**src/rtl/fetch_pkg.sv**
```systemverilog
// Shared types and defaults for the instruction fetch front end.
package fetch_pkg;

  // IDLE: nothing outstanding; BUSY: request outstanding and its data is kept;
  // DRAIN: request outstanding but its data belongs to a flushed path.
  typedef enum logic [1:0] {
    IDLE  = 2'd0,
    BUSY  = 2'd1,
    DRAIN = 2'd2
  } fetch_state_t;

  localparam int          INSTR_BYTES  = 2;
  localparam int          DEF_ADDR_W   = 16;
  localparam int          DEF_DATA_W   = 16;
  localparam logic [15:0] DEF_RESET_PC = 16'h0000;

endpackage

```
**src/rtl/fetch_fifo.sv**
```systemverilog
// Small synchronous FIFO holding fetched {instruction, pc} pairs toward decode.
// Flush empties it in one cycle and takes priority over push and pop.
module fetch_fifo
  import fetch_pkg::*;
#(
  parameter  int WIDTH = 32,
  parameter  int DEPTH = 2,
  localparam int CNT_W = $clog2(DEPTH + 1),
  localparam int PTR_W = (DEPTH > 1) ? $clog2(DEPTH) : 1
) (
  input  logic             clk,
  input  logic             rst_n,
  input  logic             push,
  input  logic [WIDTH-1:0] push_data,
  input  logic             pop,
  input  logic             flush,
  output logic             head_valid,
  output logic [WIDTH-1:0] head_data,
  output logic [CNT_W-1:0] count
);

  logic [WIDTH-1:0] mem_reg [DEPTH];
  logic [PTR_W-1:0] wr_ptr_reg;
  logic [PTR_W-1:0] rd_ptr_reg;
  logic [CNT_W-1:0] count_reg;
  logic             do_push;
  logic             do_pop;

  assign do_pop     = pop & head_valid;
  assign do_push    = push & ((count_reg < CNT_W'(DEPTH)) | do_pop);
  assign head_valid = (count_reg != '0);
  // Present zeros when empty so decode never sees stale contents.
  assign head_data  = head_valid ? mem_reg[rd_ptr_reg] : '0;
  assign count      = count_reg;

  // Storage write; contents need no reset because count gates visibility.
  always_ff @(posedge clk) begin
    if (do_push && !flush) mem_reg[wr_ptr_reg] <= push_data;
  end

  // Pointer and occupancy bookkeeping; pointers wrap naturally (power-of-2 depth).
  always_ff @(posedge clk or negedge rst_n) begin
    if (!rst_n) begin
      wr_ptr_reg <= '0;
      rd_ptr_reg <= '0;
      count_reg  <= '0;
    end else if (flush) begin
      wr_ptr_reg <= '0;
      rd_ptr_reg <= '0;
      count_reg  <= '0;
    end else begin
      if (do_push) wr_ptr_reg <= wr_ptr_reg + PTR_W'(1);
      if (do_pop)  rd_ptr_reg <= rd_ptr_reg + PTR_W'(1);
      count_reg <= count_reg + CNT_W'(do_push) - CNT_W'(do_pop);
    end
  end

endmodule

```
**src/rtl/instr_fetch_unit.sv**
```systemverilog
// Instruction fetch unit: owns the PC, issues one outstanding word fetch at a
// time with credit-based flow control, and buffers results for decode.
// Optional build macro IFU_MISALIGN_TRAP_EN adds a sticky misalign_fault output;
// without it, bit 0 of a redirect target is simply cleared.
module instr_fetch_unit
  import fetch_pkg::*;
#(
  parameter int                ADDR_W     = DEF_ADDR_W,
  parameter int                DATA_W     = DEF_DATA_W,
  parameter logic [ADDR_W-1:0] RESET_PC   = ADDR_W'(DEF_RESET_PC),
  parameter int                FIFO_DEPTH = 2
) (
  input  logic              clk,
  input  logic              rst_n,
  input  logic              redirect,
  input  logic [ADDR_W-1:0] redirect_pc,
  output logic              imem_req,
  output logic [ADDR_W-1:0] imem_addr,
  input  logic              imem_ack,
  input  logic [DATA_W-1:0] imem_rdata,
  output logic              if_valid,
  input  logic              if_ready,
  output logic [DATA_W-1:0] if_instr,
  output logic [ADDR_W-1:0] if_pc,
  output logic [ADDR_W-1:0] fetch_pc
`ifdef IFU_MISALIGN_TRAP_EN
  ,
  output logic              misalign_fault
`endif
);

  localparam int CNT_W = $clog2(FIFO_DEPTH + 1);

  fetch_state_t      state_reg, state_next;
  logic [ADDR_W-1:0] pc_reg, pc_next;
  logic              req_reg, req_next;
  logic [ADDR_W-1:0] addr_reg, addr_next;

  logic [CNT_W-1:0]  fifo_count;
  logic [CNT_W-1:0]  count_next;
  logic              fifo_push;
  logic              fifo_pop;
  logic              credit;
  logic              stop_issue;
  logic [ADDR_W-1:0] target_pc;
  logic [ADDR_W-1:0] pc_step;
  logic [DATA_W+ADDR_W-1:0] head_data;

`ifdef IFU_MISALIGN_TRAP_EN
  logic fault_reg;
  logic fault_hit;

  assign fault_hit      = redirect & redirect_pc[0];
  assign stop_issue     = fault_reg | fault_hit;
  assign target_pc      = redirect_pc;
  assign misalign_fault = fault_reg;

  // Sticky fault: once a misaligned target is seen, fetching stops until reset.
  always_ff @(posedge clk or negedge rst_n) begin
    if (!rst_n) fault_reg <= 1'b0;
    else if (fault_hit) fault_reg <= 1'b1;
  end
`else
  assign stop_issue = 1'b0;
  assign target_pc  = redirect_pc & ~ADDR_W'(1);
`endif

  // Only data for a live (non-flushed) request is kept; redirect wins over ack and pop.
  assign fifo_push = (state_reg == BUSY) & imem_ack & ~redirect;
  assign fifo_pop  = if_valid & if_ready & ~redirect;
  assign pc_step   = pc_reg + ADDR_W'(INSTR_BYTES);

  // The next request only issues if its eventual data is guaranteed a slot.
  assign count_next = redirect ? '0 : (fifo_count + CNT_W'(fifo_push) - CNT_W'(fifo_pop));
  assign credit     = (count_next < CNT_W'(FIFO_DEPTH)) & ~stop_issue;

  // Next-state, next-PC and request generation.
  always_comb begin
    state_next = state_reg;
    pc_next    = pc_reg;
    req_next   = req_reg;
    addr_next  = addr_reg;

    if (redirect)       pc_next = target_pc;
    else if (fifo_push) pc_next = pc_step;

    case (state_reg)
      IDLE: begin
        if (credit) begin
          req_next   = 1'b1;
          addr_next  = pc_next;
          state_next = BUSY;
        end
      end
      BUSY, DRAIN: begin
        if (imem_ack) begin
          if (credit) begin
            req_next   = 1'b1;
            addr_next  = pc_next;
            state_next = BUSY;
          end else begin
            req_next   = 1'b0;
            state_next = IDLE;
          end
        end else if (redirect) begin
          // Request stays on the bus unchanged; its data will be dropped.
          state_next = DRAIN;
        end
      end
      default: begin
        req_next   = 1'b0;
        state_next = IDLE;
      end
    endcase
  end

  // State, PC and registered request outputs.
  always_ff @(posedge clk or negedge rst_n) begin
    if (!rst_n) begin
      state_reg <= IDLE;
      pc_reg    <= RESET_PC;
      req_reg   <= 1'b0;
      addr_reg  <= RESET_PC;
    end else begin
      state_reg <= state_next;
      pc_reg    <= pc_next;
      req_reg   <= req_next;
      addr_reg  <= addr_next;
    end
  end

  fetch_fifo #(
    .WIDTH (DATA_W + ADDR_W),
    .DEPTH (FIFO_DEPTH)
  ) u_fifo (
    .clk        (clk),
    .rst_n      (rst_n),
    .push       (fifo_push),
    .push_data  ({imem_rdata, addr_reg}),
    .pop        (fifo_pop),
    .flush      (redirect),
    .head_valid (if_valid),
    .head_data  (head_data),
    .count      (fifo_count)
  );

  assign if_instr  = head_data[ADDR_W +: DATA_W];
  assign if_pc     = head_data[ADDR_W-1:0];
  assign imem_req  = req_reg;
  assign imem_addr = addr_reg;
  assign fetch_pc  = pc_reg;

endmodule
```
**config.mk**
```make
export PLATFORM = sky130hd
export DESIGN_NAME = instr_fetch_unit
export DESIGN_NICKNAME = d
export VERILOG_FILES = /design/src/rtl/fetch_pkg.sv /design/src/rtl/fetch_fifo.sv /design/src/rtl/instr_fetch_unit.sv
export SDC_FILE = /design/constraint.sdc
export NUM_CORES = 1
export LEC_CHECK = 0
export ABC_AREA = 1
export CAP_MARGIN = 20
export CORE_ASPECT_RATIO = 1.25
export CORE_UTILIZATION = 50
export CTS_CLUSTER_DIAMETER = 100
export DETAILED_ROUTE_END_ITERATION = 6
export GPL_TIMING_DRIVEN = 0
export HOLD_SLACK_MARGIN = 0.05
export PLACE_DENSITY_LB_ADDON = 0.1
export SYNTH_ARGS = -nofsm -noshare
export SYNTH_HDL_FRONTEND = slang
export SYNTH_SLANG_ARGS = --single-unit
```
**constraint.sdc**
```tcl
create_clock -name clk -period 3.5 [get_ports clk]
set_clock_uncertainty 0.1 [all_clocks]
set_input_delay 0.525 -clock clk [delete_from_list [all_inputs] [get_ports clk]]
set_output_delay 0.525 -clock clk [all_outputs]
set_load 0.005 [all_outputs]
```
==> Word-level counts from Yosys, hierarchy flattened <==
Memory sizes are Yosys's and may differ from the RTL's.
Cells that the tools add are included.
{ "op_classes": {"n_addsub": 7, "bitwise_logic": 8, "div": 0, "n_mux": 23, "reduce_logical": 11, "multipliers": 0, "n_lt_le_gt_ge": 2, "eq_ne": 5, "shifts": 0} }
{ "op_table": {"columns": ["op", "n"], "rows": [
  ["16-bit 2-to-1 mux", 4],
  ["32-bit 2-to-1 mux", 1],
  ["16-bit case mux with 2 select lines", 1],
  ["16-bit by 2-bit adder with 16-bit output, second input constant", 1],
  ["1-bit 2-to-1 mux", 10],
  ["2-bit 2-to-1 mux", 5],
  ["2-bit nonzero test", 4],
  ["1-bit AND", 6],
  ["2-bit AND reduction", 3],
  ["2-bit by 1-bit adder with 2-bit output", 2],
  ["2-bit < comparator, second input constant", 2],
  ["2-bit inequality test, second input constant", 2],
  ["2-bit case mux with 2 select lines", 1],
  ["2-bit by 1-bit subtractor with 2-bit output", 2],
  ["3-bit inequality test, second input constant", 1],
  ["1-bit adder, second input constant", 2],
  ["2-bit by 1-bit == test with 1-bit output, second input constant", 1],
  ["2-bit == test, second input constant", 1],
  ["2-bit logical NOT", 1],
  ["1-bit case mux with 2 select lines", 1],
  ["2-bit OR reduction", 1],
  ["1-bit logical AND", 1],
  ["1-bit logical NOT", 1],
  ["1-bit NOT", 1],
  ["1-bit OR", 1]
]} }
{ "word_totals": {"reg_bits": 39, "in_bits": 37, "ram_bits": 64, "output_inout_bits": 66, "n_memories": 1, "latch_bits": 0, "mem_bits_ro": 0} }
{ "mem_list": {"columns": ["name", "depth", "word_bits", "read_ports", "rd_clocked_by_memory_dff", "wr", "line_no", "rtl"], "rows": [
  ["u_fifo.mem_reg", 2, 32, 1, 0, 1, "fetch_fifo.sv:22", "logic [WIDTH-1:0] mem_reg [DEPTH];"]
]} }

==> Logic depth before layout (Yosys ltp) <==
Gate-level depths: netlist (run 1).
{ "logic_depth": {"depth_word": 10, "ltp_mapped": 12, "mapped_depth_nobuf": 12} }

==> Modules after synthesis <==
A second synthesis (run 1) with hierarchy kept.
{ "unflattened": {"cells_unflattened": 464, "area_unflattened_um2": 4839.6} }
{ "modules_own_cells": {"columns": ["mod", "instances", "cells_each", "seq_area_each_um2", "area_per_inst_um2"], "rows": [
  ["fetch_fifo", 1, 206, 2021.9, 2884.0],
  ["instr_fetch_unit", 1, 258, 875.8, 1955.6]
]} }

==> Worst setup path after synthesis (run 1) <==
No wires, ideal clock.
{ "synth_timing": {"path_type": "register to register", "startpoint": "register state_reg[1]", "endpoint": "memory u_fifo.mem_reg[1][0] (enable)", "setup_time_ps": 423, "path_buffers": 0, "required_ps": 2977, "slack_ps": 461, "path_stages_with_launch": 9, "arrival_ps": 2517, "synth_period_minus_slack_ps": 3039, "path_cell_list": "dfrtp_1 -> inv_1 -> ha_1 -> nand2_4 -> nor2_8 -> inv_2 -> a21oi_2 -> inv_1 -> nor2_1"} }
{ "synth_via": {"elab_chain_len": 7} }
{ "synth_lines": {"columns": ["item", "line_no", "rtl"], "rows": [
  ["from (decl)", "instr_fetch_unit.sv:34", "fetch_state_t state_reg, state_next;"],
  ["from (signal assigned)", "instr_fetch_unit.sv:125", "state_reg <= state_next;"],
  ["2-bit by 1-bit == test with 1-bit output", "instr_fetch_unit.sv:69", "assign fifo_push = (state_reg == BUSY) & imem_ack & ~redirect;"],
  ["1-bit AND (2 in series)", "instr_fetch_unit.sv:69", null],
  ["1-bit AND", "fetch_fifo.sv:30", "assign do_push = push & ((count_reg < CNT_W'(DEPTH)) | do_pop);"],
  ["1-bit logical AND", "fetch_fifo.sv:38", "if (do_push && !flush) mem_reg[wr_ptr_reg] <= push_data;"],
  ["1-bit 2-to-1 mux", "fetch_fifo.sv:38", null],
  ["1-bit 2-to-1 mux (implied by the code)", "fetch_fifo.sv:38", null],
  ["to (decl)", "fetch_fifo.sv:22", null]
]} }
No other way between the ends.

==> Final worst setup path (run 1) <==
{ "layout_timing": {"startpoint": "register u_fifo.rd_ptr_reg", "endpoint": "output port if_pc[15]"} }
{ "layout_via": {"elab_chain_len": 2} }
{ "layout_lines": {"columns": ["item", "line_no", "rtl"], "rows": [
  ["from (decl)", "fetch_fifo.sv:24", "logic [PTR_W-1:0] rd_ptr_reg;"],
  ["from (signal assigned)", "fetch_fifo.sv:53", "if (do_pop) rd_ptr_reg <= rd_ptr_reg + PTR_W'(1);"],
  ["memory read 2 x 32 bit", null, null],
  ["32-bit 2-to-1 mux", "fetch_fifo.sv:33", "assign head_data = head_valid ? mem_reg[rd_ptr_reg] : '0;"],
  ["to (decl)", "instr_fetch_unit.sv:24", "output logic [ADDR_W-1:0] if_pc,"]
]} }
No other way between the ends.

==> flow_metrics.tcl, run 1 <==
set metrics [dict create \
    syn_area_per_cell_sq_um 10.2 \
    yosys-top-cells-area "edfxtp_1 (42%), dfrtp_1 (21%), nand2_1 (12%), a21oi_1 (3.8%), inv_1 (2.9%)" \
    placed_area_sq_mm 0.00573 \
    crit_type "flop to output port" \
    dieArea_sq_mm 0.00953 \
    drtPass1Iterations 5 \
    worstSkewPairLatency_ns 0.36 \
    largest_reg_flops 64 \
    final_cell_area_sq_mm 0.00595 \
    rows 38 \
    ys.flop_type "edfxtp_1" \
    cts_buffers 9 \
    synth_fa_ha_area_share_pct 1.92 \
    ant_nets 0 \
    route.vias.total 3373 \
    post-cts-setup-buffers 0 \
    wl_per_cell_microns 14.4 \
    gp_congestion 0.882 \
    nets 604 \
    cts.path.max_buffers 2 \
    track_usage_pct 21.8 \
    ioPinCount 103 \
    hold_viol 0 \
    synth_mux_area_share_pct 0 \
    grt_max_degree 40 \
    synth_top_family_by_area "simple AND/OR/NAND/NOR gates" \
    status "finished clean" \
    core_sq_mm 0.00880 \
    async_flop_share_pct 37.9 \
    synthMostInstantiatedCell "nand2_1" \
    yosys_warnings 0 \
    cts_tree "yes" \
    synthCells 449 \
    start_util_pct 52.0 \
    ys_seq_area_share_pct 63.4 \
    synth.top_cell.area_share_pct 42.0 \
    maxCapViolations 0 \
    die_y_microns 109 \
    post_cts_resized 0 \
    synth_commonest_cells "nand2_1 (151), edfxtp_1 (64), dfrtp_1 (39)" \
    start_kind "flop" \
    crit_arrival_ns 2.41 \
    ys_types 36 \
    synth_nets 493 \
    static-leakage-power_nw 2.45 \
    root_buffer "clkbuf_8" \
    synth-xor-area-share_pct 1.72 \
    antenna_found_initial 0 \
    relSlewSlack_pct 38.0 \
    r2r_setup_slack_ns 0.92 \
    drt_wl_total_microns 9840 \
    first_iter_violations 138 \
    powerDensity_mw_per_mm2 635 \
    final_max_slew_viol_count 0 \
    finalPower_mw 3.77 \
    finalCritPeriodShare_pct 86.8 \
    critPathRequiredTime_ns 2.87 \
    synth_compound_area_share_pct 6.92 \
    worst_pin_slew_ns 0.927 \
    grt_overflow_total 0 \
    clk_pin_slew_ns 0.09 \
    synth_area_sq_mm 0.00457 \
    synth_top_area_cell "edfxtp_1" \
    crit_fanout 10 \
    drive_above_1_share_pct 8.50 \
    cts_hold_buf 0 \
    cts_sinks 103 \
    fin_crit_ns 3.04 \
    rsz0062_at_grt "no" \
    area_growth_pct 30.0 \
    diodes 0 \
    via_per_inst 4.92 \
    htree_levels 3 \
    crit_path_end_kind "output port" \
    synthSimpleGateAreaFrac_pct 20.7 \
    ir_drop_uv 336 \
    hp-class "input port to asynchronous set/reset pin" \
    fmax_ghz 0.329 \
    drc 0 \
    setup_viol 0 \
    r2r_end "u_fifo.mem_reg[1][7]$_DFFE_PP_" \
    synth_edf_count 64 \
    rr_worst_depth 8 \
    grt_pass1_vias 3318 \
    die_w_microns 87.5 \
    ys_ff_latch 103 \
    r2r-start "state_reg[1]$_DFFE_PN0P_" \
    grt_first_pass_wirelength_microns 15600 \
    place_hpwl_microns 7090 \
    port_buffers 100 \
]
## how the worst max path moves through the flow
stage | cells after the start | start | end | slack [ns]
after floorplan | 8 | state_reg[1]$_DFFE_PN0P_ | u_fifo.mem_reg[1][0]$_DFFE_PP_ | 0.46
after global placement | 7 | imem_ack | u_fifo.mem_reg[1][16]$_DFFE_PP_ | -0.87
after detailed placement | 7 | imem_ack | u_fifo.mem_reg[1][16]$_DFFE_PP_ | 0.45
after CTS | 6 | u_fifo.rd_ptr_reg$_DFFE_PN0P_ | if_pc[15] | 0.43
after global routing | 6 | u_fifo.rd_ptr_reg$_DFFE_PN0P_ | if_pc[15] | 0.27
final | 6 | u_fifo.rd_ptr_reg$_DFFE_PN0P_ | if_pc[15] | 0.46
## critical path, cell delays in order (launching register included)
cell and delay, ns:
dfrtp_1 0.37, clkbuf_1 0.22, inv_1 0.25, buf_1 0.42, nand2_1 0.09, a21oi_1 0.18
clkdlybuf4s50_1 0.52
## cell type report
class                   count  area (sq um)
well taps                 120           150
flip-flops and latches    103          2900
plain buffers              17          96.3
clock inverters             6          85.1
clock buffers              10           128
fillers                   697          2850
repair buffers            100           996
multi-input cells         291          1450
inverters                  38           148
## layer usage
layer	part of all wire (%)	GRT usage [%]	vias to the layer above	routed length, microns
li1	-	-	1703	-
met2	51	39.1	90	5040
met1	42	26.5	1570	4180
met3	4.9	2.65	10	478
met4	1.4	9.02	0	140
met5	0	0	-	0
## report_power, final
group          total [mW]  internal [mW]  switching (mW)
Clock               0.787          0.401           0.386
Sequential           1.69           1.54           0.155
Combinational        1.29          0.627           0.666
Total                3.77           2.57            1.21
## kinds of logic after synthesis
kind of cell             count (synthesis)
AND/OR/NAND/NOR                        216
flip-flops                             103
AO/OA/AOI/OAI                           59
buffers and inverters                   55
XOR/XNOR                                 9
adder cells (fa/ha/maj)                  7
## per-stage QoR
step / hold slack (ns) / setup slack, ns / setup TNS [ns] / instances / util [%]
global placement: 0.365 / -0.867 / -54.46 / 669 / 65.1
detailed placement: 0.366 / 0.449 / 0 / 669 / 65.2
floorplan: 0.129 / 0.461 / 0 / 449 / -
global route: 0.255 / 0.275 / 0 / 685 / 67.6
CTS: 0.213 / 0.426 / 0 / 685 / 67.6
finish: 0.172 / 0.460 / 0 / 685 / 67.6
## cells in the final DEF, fill, tap and decap left out, types with 5 or more instances in the layout
master,instances
nand4_1,5
nor2_1,21
or2_2,5
clkdlybuf4s50_1,99
o21ai_0,14
clkbuf_8,9
nand2_1,151
ha_1,7
clkbuf_1,5
buf_2,6
dfrtp_1,39
xor2_1,7
nand3_1,13
a21oi_1,35
nor3_1,5
inv_1,35
edfxtp_1,64
(Power assumes the default switching activity.)
==> run 2, diff against run 1 <==
--- a/config.mk
+++ b/config.mk
@@ -14,6 +14,8 @@
 export GPL_TIMING_DRIVEN = 0
 export HOLD_SLACK_MARGIN = 0.05
 export PLACE_DENSITY_LB_ADDON = 0.1
+export RECOVER_POWER = 25
+export SLEW_MARGIN = 5
 export SYNTH_ARGS = -nofsm -noshare
 export SYNTH_HDL_FRONTEND = slang
 export SYNTH_SLANG_ARGS = --single-unit
==> run 2 against run 1 <==
  * Clock power up 0.8%
  * Utilization increased by 1.0 points
  * Routed wire length rose by 0.73%
==> flow_metrics.tcl, run 2 (synthesis gave the netlist of run 1 again) <==
set metrics [dict create \
    crit_path_end_kind "output port" \
    clk_pin_slew_ns 0.09 \
    cts_tree "yes" \
    drtPass1Iterations 4 \
    port_buffers 100 \
    drt_wl_total_microns 9910 \
    cp_slowest_cell "clkdlybuf4s50_1" \
    dieArea_sq_mm 0.00953 \
    route.vias.total 3411 \
    post_cts_resized 0 \
    start_kind "flop" \
    finalCritPeriodShare_pct 87.0 \
    crit_path_end "if_pc[15]" \
    r2r-start "u_fifo.count[1]$_DFF_PN0_" \
    hold_viol 0 \
    die_w_microns 87.5 \
    ir_drop_uv 373 \
    powerDensity_mw_per_mm2 629 \
    fmax_ghz 0.329 \
    worst_pin_slew_ns 1.16 \
    worstSkewPairLatency_ns 0.36 \
    diodes 0 \
    ioPinCount 103 \
    antenna_found_initial 0 \
    intPower_mw 2.58 \
    crit_arrival_ns 2.42 \
    post-cts-setup-buffers 0 \
    htree_levels 3 \
    netSwitchingPower_mw 1.22 \
    cts_sinks 103 \
    path_depth 6 \
    start_util_pct 52.0 \
    cts_hold_buf 1 \
    rows 38 \
    fin_crit_ns 3.04 \
    maxCapViolations 0 \
    critPathRequiredTime_ns 2.87 \
    fillers 694 \
    status "finished clean" \
    crit_buf_inv 4 \
    p_seq_share_pct 44.7 \
    via_per_inst 4.95 \
    finalPower_mw 3.80 \
    crit_type "flop to output port" \
    drive_above_1_share_pct 8.79 \
    drc 0 \
    area_growth_pct 32.0 \
    core_sq_mm 0.00880 \
    setup_viol 0 \
    first_iter_violations 126 \
    grt_pass1_vias 3321 \
    final_cell_mix "nand2_1 (151), clkdlybuf4s50_1 (83), edfxtp_1 (64), dfrtp_1 (39)" \
    final_max_slew_viol_count 0 \
    relSlewSlack_pct 22.4 \
    rr_worst_depth 11 \
    cts.path.max_buffers 2 \
    wl_per_cell_microns 14.4 \
    rsz0062_at_grt "no" \
    critical-path-top-delay-family "buffers and inverters" \
    grt_max_degree 22 \
    nets 608 \
    hp-class "input port to flop" \
    root_buffer "clkbuf_8" \
    static-leakage-power_nw 2.49 \
    place_hpwl_microns 7270 \
    cp-startpoint "u_fifo.rd_ptr_reg$_DFFE_PN0P_" \
    whs_ns 0.398 \
    worstPathCellList "clkbuf_1 -> inv_1 -> buf_1 -> nand2_1 -> a21oi_1 -> clkdlybuf4s50_1" \
    numPlacedInstances 672 \
    ant_nets 0 \
    largest_reg_flops 64 \
    cts_buffers 9 \
    combPwrFrac_pct 34.5 \
    grt_first_pass_wirelength_microns 15700 \
    swShare_pct 32.1 \
    track_usage_pct 22.1 \
    stdcell_count 689 \
    gp_congestion 0.882 \
    slowest_delay_ns 0.52 \
    r2r_end "imem_addr[1]$_DFFE_PN0P_" \
    die_y_microns 109 \
    crit_fanout 10 \
    r2r_setup_slack_ns 1.10 \
    power.share.clock_pct 20.9 \
    final_common_cell "nand2_1" \
    grt_overflow_total 0 \
]
-- run 2: cell types whose count changed in the layout (fill, tap and decap cells not counted), sizes merged --
cell / change
clkbuf: +2
buf: +1
clkdlybuf4s50: -16
dlygate4sd3: +17
-- run 2: metal layers --
layer | wire length, microns | vias to the layer above | global-route usage (%)
met5 | 0 | - | 0
met4 | 137 | 0 | 8.20
met3 | 524 | 13 | 3.94
met2 | 5040 | 102 | 38.6
met1 | 4210 | 1585 | 27.3
li1 | - | 1711 | -
-- run 2: power by group through the flow --
| stage | clock (mW) | sequential (mW) | combinational [mW] |
|---|---|---|---|
| 5_1_grt | 0.852 | 1.72 | 1.46 |
| 3_3_place_gp | 0 | 1.71 | 1.28 |
| 3_5_place_dp | 0 | 1.72 | 1.32 |
| 2_1_floorplan | 0 | 1.69 | 0.649 |
| 4_1_cts | 0.797 | 1.69 | 1.33 |
| 6_report | 0.793 | 1.70 | 1.31 |
-- run 2: worst min-delay path by stage --
stage	from	to	slack (ns)	cells past startpoint
after detailed placement	imem_req$_DFFE_PN0P_	imem_req$_DFFE_PN0P_	0.37	2
final	redirect	fetch_pc[6]$_DFF_PN0_	0.40	2
after CTS	redirect	fetch_pc[6]$_DFF_PN0_	0.38	2
after floorplan	rst_n	fetch_pc[0]$_DFF_PN0_	0.13	0
after global placement	imem_req$_DFFE_PN0P_	imem_req$_DFFE_PN0P_	0.37	2
after global routing	redirect	fetch_pc[6]$_DFF_PN0_	0.38	2
-- run 2: cell type report --
type / count / area (sq um) / share of cell area (%)
Sequential cell: 103 / 2900 / 48.0
Multi-Input combinational cell: 291 / 1450 / 23.9
Timing Repair Buffer: 104 / 1090 / 18.0
Tap cell: 120 / 150 / 2.49
Inverter: 38 / 148 / 2.45
Clock buffer: 10 / 128 / 2.11
Buffer: 17 / 96.3 / 1.60
Clock inverter: 6 / 85.1 / 1.41
-- run 2: through the flow --
stage	util (%)	setup TNS (ns)	worst slack (ns)	cell area, sq um
final	68.6	0	0.457	6040
after floorplan	-	0	0.461	4570
after global routing	68.6	0	0.267	6040
after global placement	65.1	-54.46	-0.867	5720
after detailed placement	66.1	0	0.670	5820
after CTS	68.6	0	0.410	6040
==> run 3, diff against run 2 <==
--- a/config.mk
+++ b/config.mk
@@ -13,9 +13,10 @@
 export DETAILED_ROUTE_END_ITERATION = 6
 export GPL_TIMING_DRIVEN = 0
 export HOLD_SLACK_MARGIN = 0.05
+export MAX_ROUTING_LAYER = met4
 export PLACE_DENSITY_LB_ADDON = 0.1
 export RECOVER_POWER = 25
-export SLEW_MARGIN = 5
+export SLEW_MARGIN = 30
 export SYNTH_ARGS = -nofsm -noshare
 export SYNTH_HDL_FRONTEND = slang
 export SYNTH_SLANG_ARGS = --single-unit
==> constraint.sdc (replaced) <==
create_clock -name clk -period 3.5 [get_ports clk]
set_clock_uncertainty 0.1 [all_clocks]
set_input_delay 0.525 -clock clk [delete_from_list [all_inputs] [get_ports clk]]
set_output_delay 0.525 -clock clk [all_outputs]
set_load 0.05 [all_outputs]
==> run 3 against run 2 <==
  * Utilization is 0.63 points lower
  * Total power is 17% higher
  * Highest routed layer unchanged
  * Combinational power is 54% higher
  * Cell area is 0.91% lower
  * Sequential share of layout area is 0.44 points higher
==> flow_metrics.tcl, run 3 (synthesis gave the netlist of run 1 again) <==
set metrics [dict create \
    min_from "redirect" \
    hp-class "input port to flop" \
    track_usage_pct 23.2 \
    dieArea_sq_mm 0.00953 \
    crit_fanout 10 \
    crit_path_end_kind "output port" \
    crit_type "flop to output port" \
    critPathRequiredTime_ns 2.87 \
    final_max_slew_viol_count 0 \
    port_buffers 100 \
    drtPass1Iterations 4 \
    root_buffer "clkbuf_8" \
    nets 608 \
    clk_pin_slew_ns 0.09 \
    final_common_cell "nand2_1" \
    grt_first_pass_wirelength_microns 15900 \
    worst_pin_slew_ns 1.16 \
    core_sq_mm 0.00880 \
    start_kind "flop" \
    rows 38 \
    diodes 0 \
    holdPathEnd "fetch_pc[6]$_DFF_PN0_" \
    drive_above_1_share_pct 8.61 \
    static-leakage-power_nw 2.47 \
    cts_tree "yes" \
    grt_overflow_total 0 \
    cts_sinks 103 \
    utilization_pct 68.0 \
    fmax_ghz 0.302 \
    post-cts-setup-buffers 0 \
    rr_worst_depth 9 \
    rsz0062_at_grt "no" \
    maxCapViolations 0 \
    wl_per_cell_microns 14.7 \
    final_cell_mix "nand2_1 (151), clkdlybuf4s50_1 (83), edfxtp_1 (64), dfrtp_1 (39)" \
    placed_area_sq_mm 0.00579 \
    hold_depth 2 \
    antenna_found_initial 0 \
    first_iter_violations 126 \
    cts_buffers 9 \
    setup_viol 0 \
    whs_ns 0.378 \
    largest_reg_flops 64 \
    drc 0 \
    finalPower_mw 4.42 \
    grt_max_degree 21 \
    cts.path.max_buffers 2 \
    fin_crit_ns 3.31 \
    ant_nets 0 \
    via_per_inst 4.96 \
    r2r_setup_slack_ns 1.00 \
    htree_levels 3 \
    ioPinCount 103 \
    r2r_end "u_fifo.mem_reg[0][3]$_DFFE_PP_" \
    final_cell_area_sq_mm 0.00598 \
    die_w_microns 87.5 \
    ir_drop_uv 390 \
    route.vias.total 3416 \
    gp_congestion 0.886 \
    hold_viol 0 \
    finalCritPeriodShare_pct 94.6 \
    die_y_microns 109 \
    crit_arrival_ns 2.69 \
    r2r-start "state_reg[1]$_DFFE_PN0P_" \
    grt_pass1_vias 3316 \
    fin_setup_tns_ns 0 \
    area_growth_pct 30.8 \
    powerDensity_mw_per_mm2 740 \
    start_util_pct 52.0 \
    drt_wl_total_microns 10200 \
    status "finished clean" \
    relSlewSlack_pct 22.8 \
    place_hpwl_microns 7590 \
    worstSkewPairLatency_ns 0.37 \
]
==> run 3: cell count changes in the layout (fill, tap and decap cells not counted), sizes merged <==
cell / before / now
clkbuf: 16 / 18
bufinv: 2 / 1
clkinv: 3 / 2
==> run 3: cell type report <==
class	count	area [sq um]
clock buffer	12	135
sequential	103	2900
buffer	17	97.6
tap	120	150
fill	689	2810
inverter	38	148
clock inverter	4	46.3
timing repair buffer	104	1060
multi-input combinational	291	1450
==> run 3: how the worst max path moves through the flow <==
stage | startpoint | cells past startpoint | to
3_5_place_dp | u_fifo.rd_ptr_reg$_DFFE_PN0P_ | 6 | if_pc[15]
4_1_cts | u_fifo.rd_ptr_reg$_DFFE_PN0P_ | 6 | if_pc[15]
5_1_grt | u_fifo.rd_ptr_reg$_DFFE_PN0P_ | 6 | if_instr[11]
3_3_place_gp | imem_ack | 7 | u_fifo.mem_reg[1][16]$_DFFE_PP_
6_report | u_fifo.rd_ptr_reg$_DFFE_PN0P_ | 6 | if_instr[11]
2_1_floorplan | state_reg[1]$_DFFE_PN0P_ | 8 | u_fifo.mem_reg[1][0]$_DFFE_PP_
==> run 3: metal layers <==
layer	part of all wire [%]	vias up	global-route usage [%]
met1	41	1588	27.0
met3	5.1	13	3.71
met2	52	106	40.5
met4	1.5	0	8.55
met5	0	-	-
li1	-	1709	-
==> run 3: metrics by stage <==
step	std cells	setup WS [ns]
final	689	0.189
after floorplan	449	0.461
after CTS	689	0.128
after global routing	689	0.00246
after detailed placement	672	0.529
after global placement	669	-0.850
==> run 3: what timing repair did <==
action	CTS	global route
resized for setup	0	1
endpoints found under the setup margin	0	2
endpoints found under the hold margin	19	0
hold buffers	1	0
==> run 3: power by group <==
group          leakage [nW]  switching [mW]  internal (mW)  total [mW]
combinational          1.32            1.39          0.634        2.02
sequential             1.05           0.155           1.54        1.69
clock                0.0880           0.378          0.328       0.706
total                  2.47            1.92           2.50        4.42
==> run 3: worst max-delay path, cell delays in order, from the launching register on <==
cell             delay, ns
dfrtp_1               0.37
clkbuf_1              0.20
inv_1                 0.24
buf_1                 0.41
nand2_1               0.12
a21oi_1               0.17
clkdlybuf4s50_1       0.82
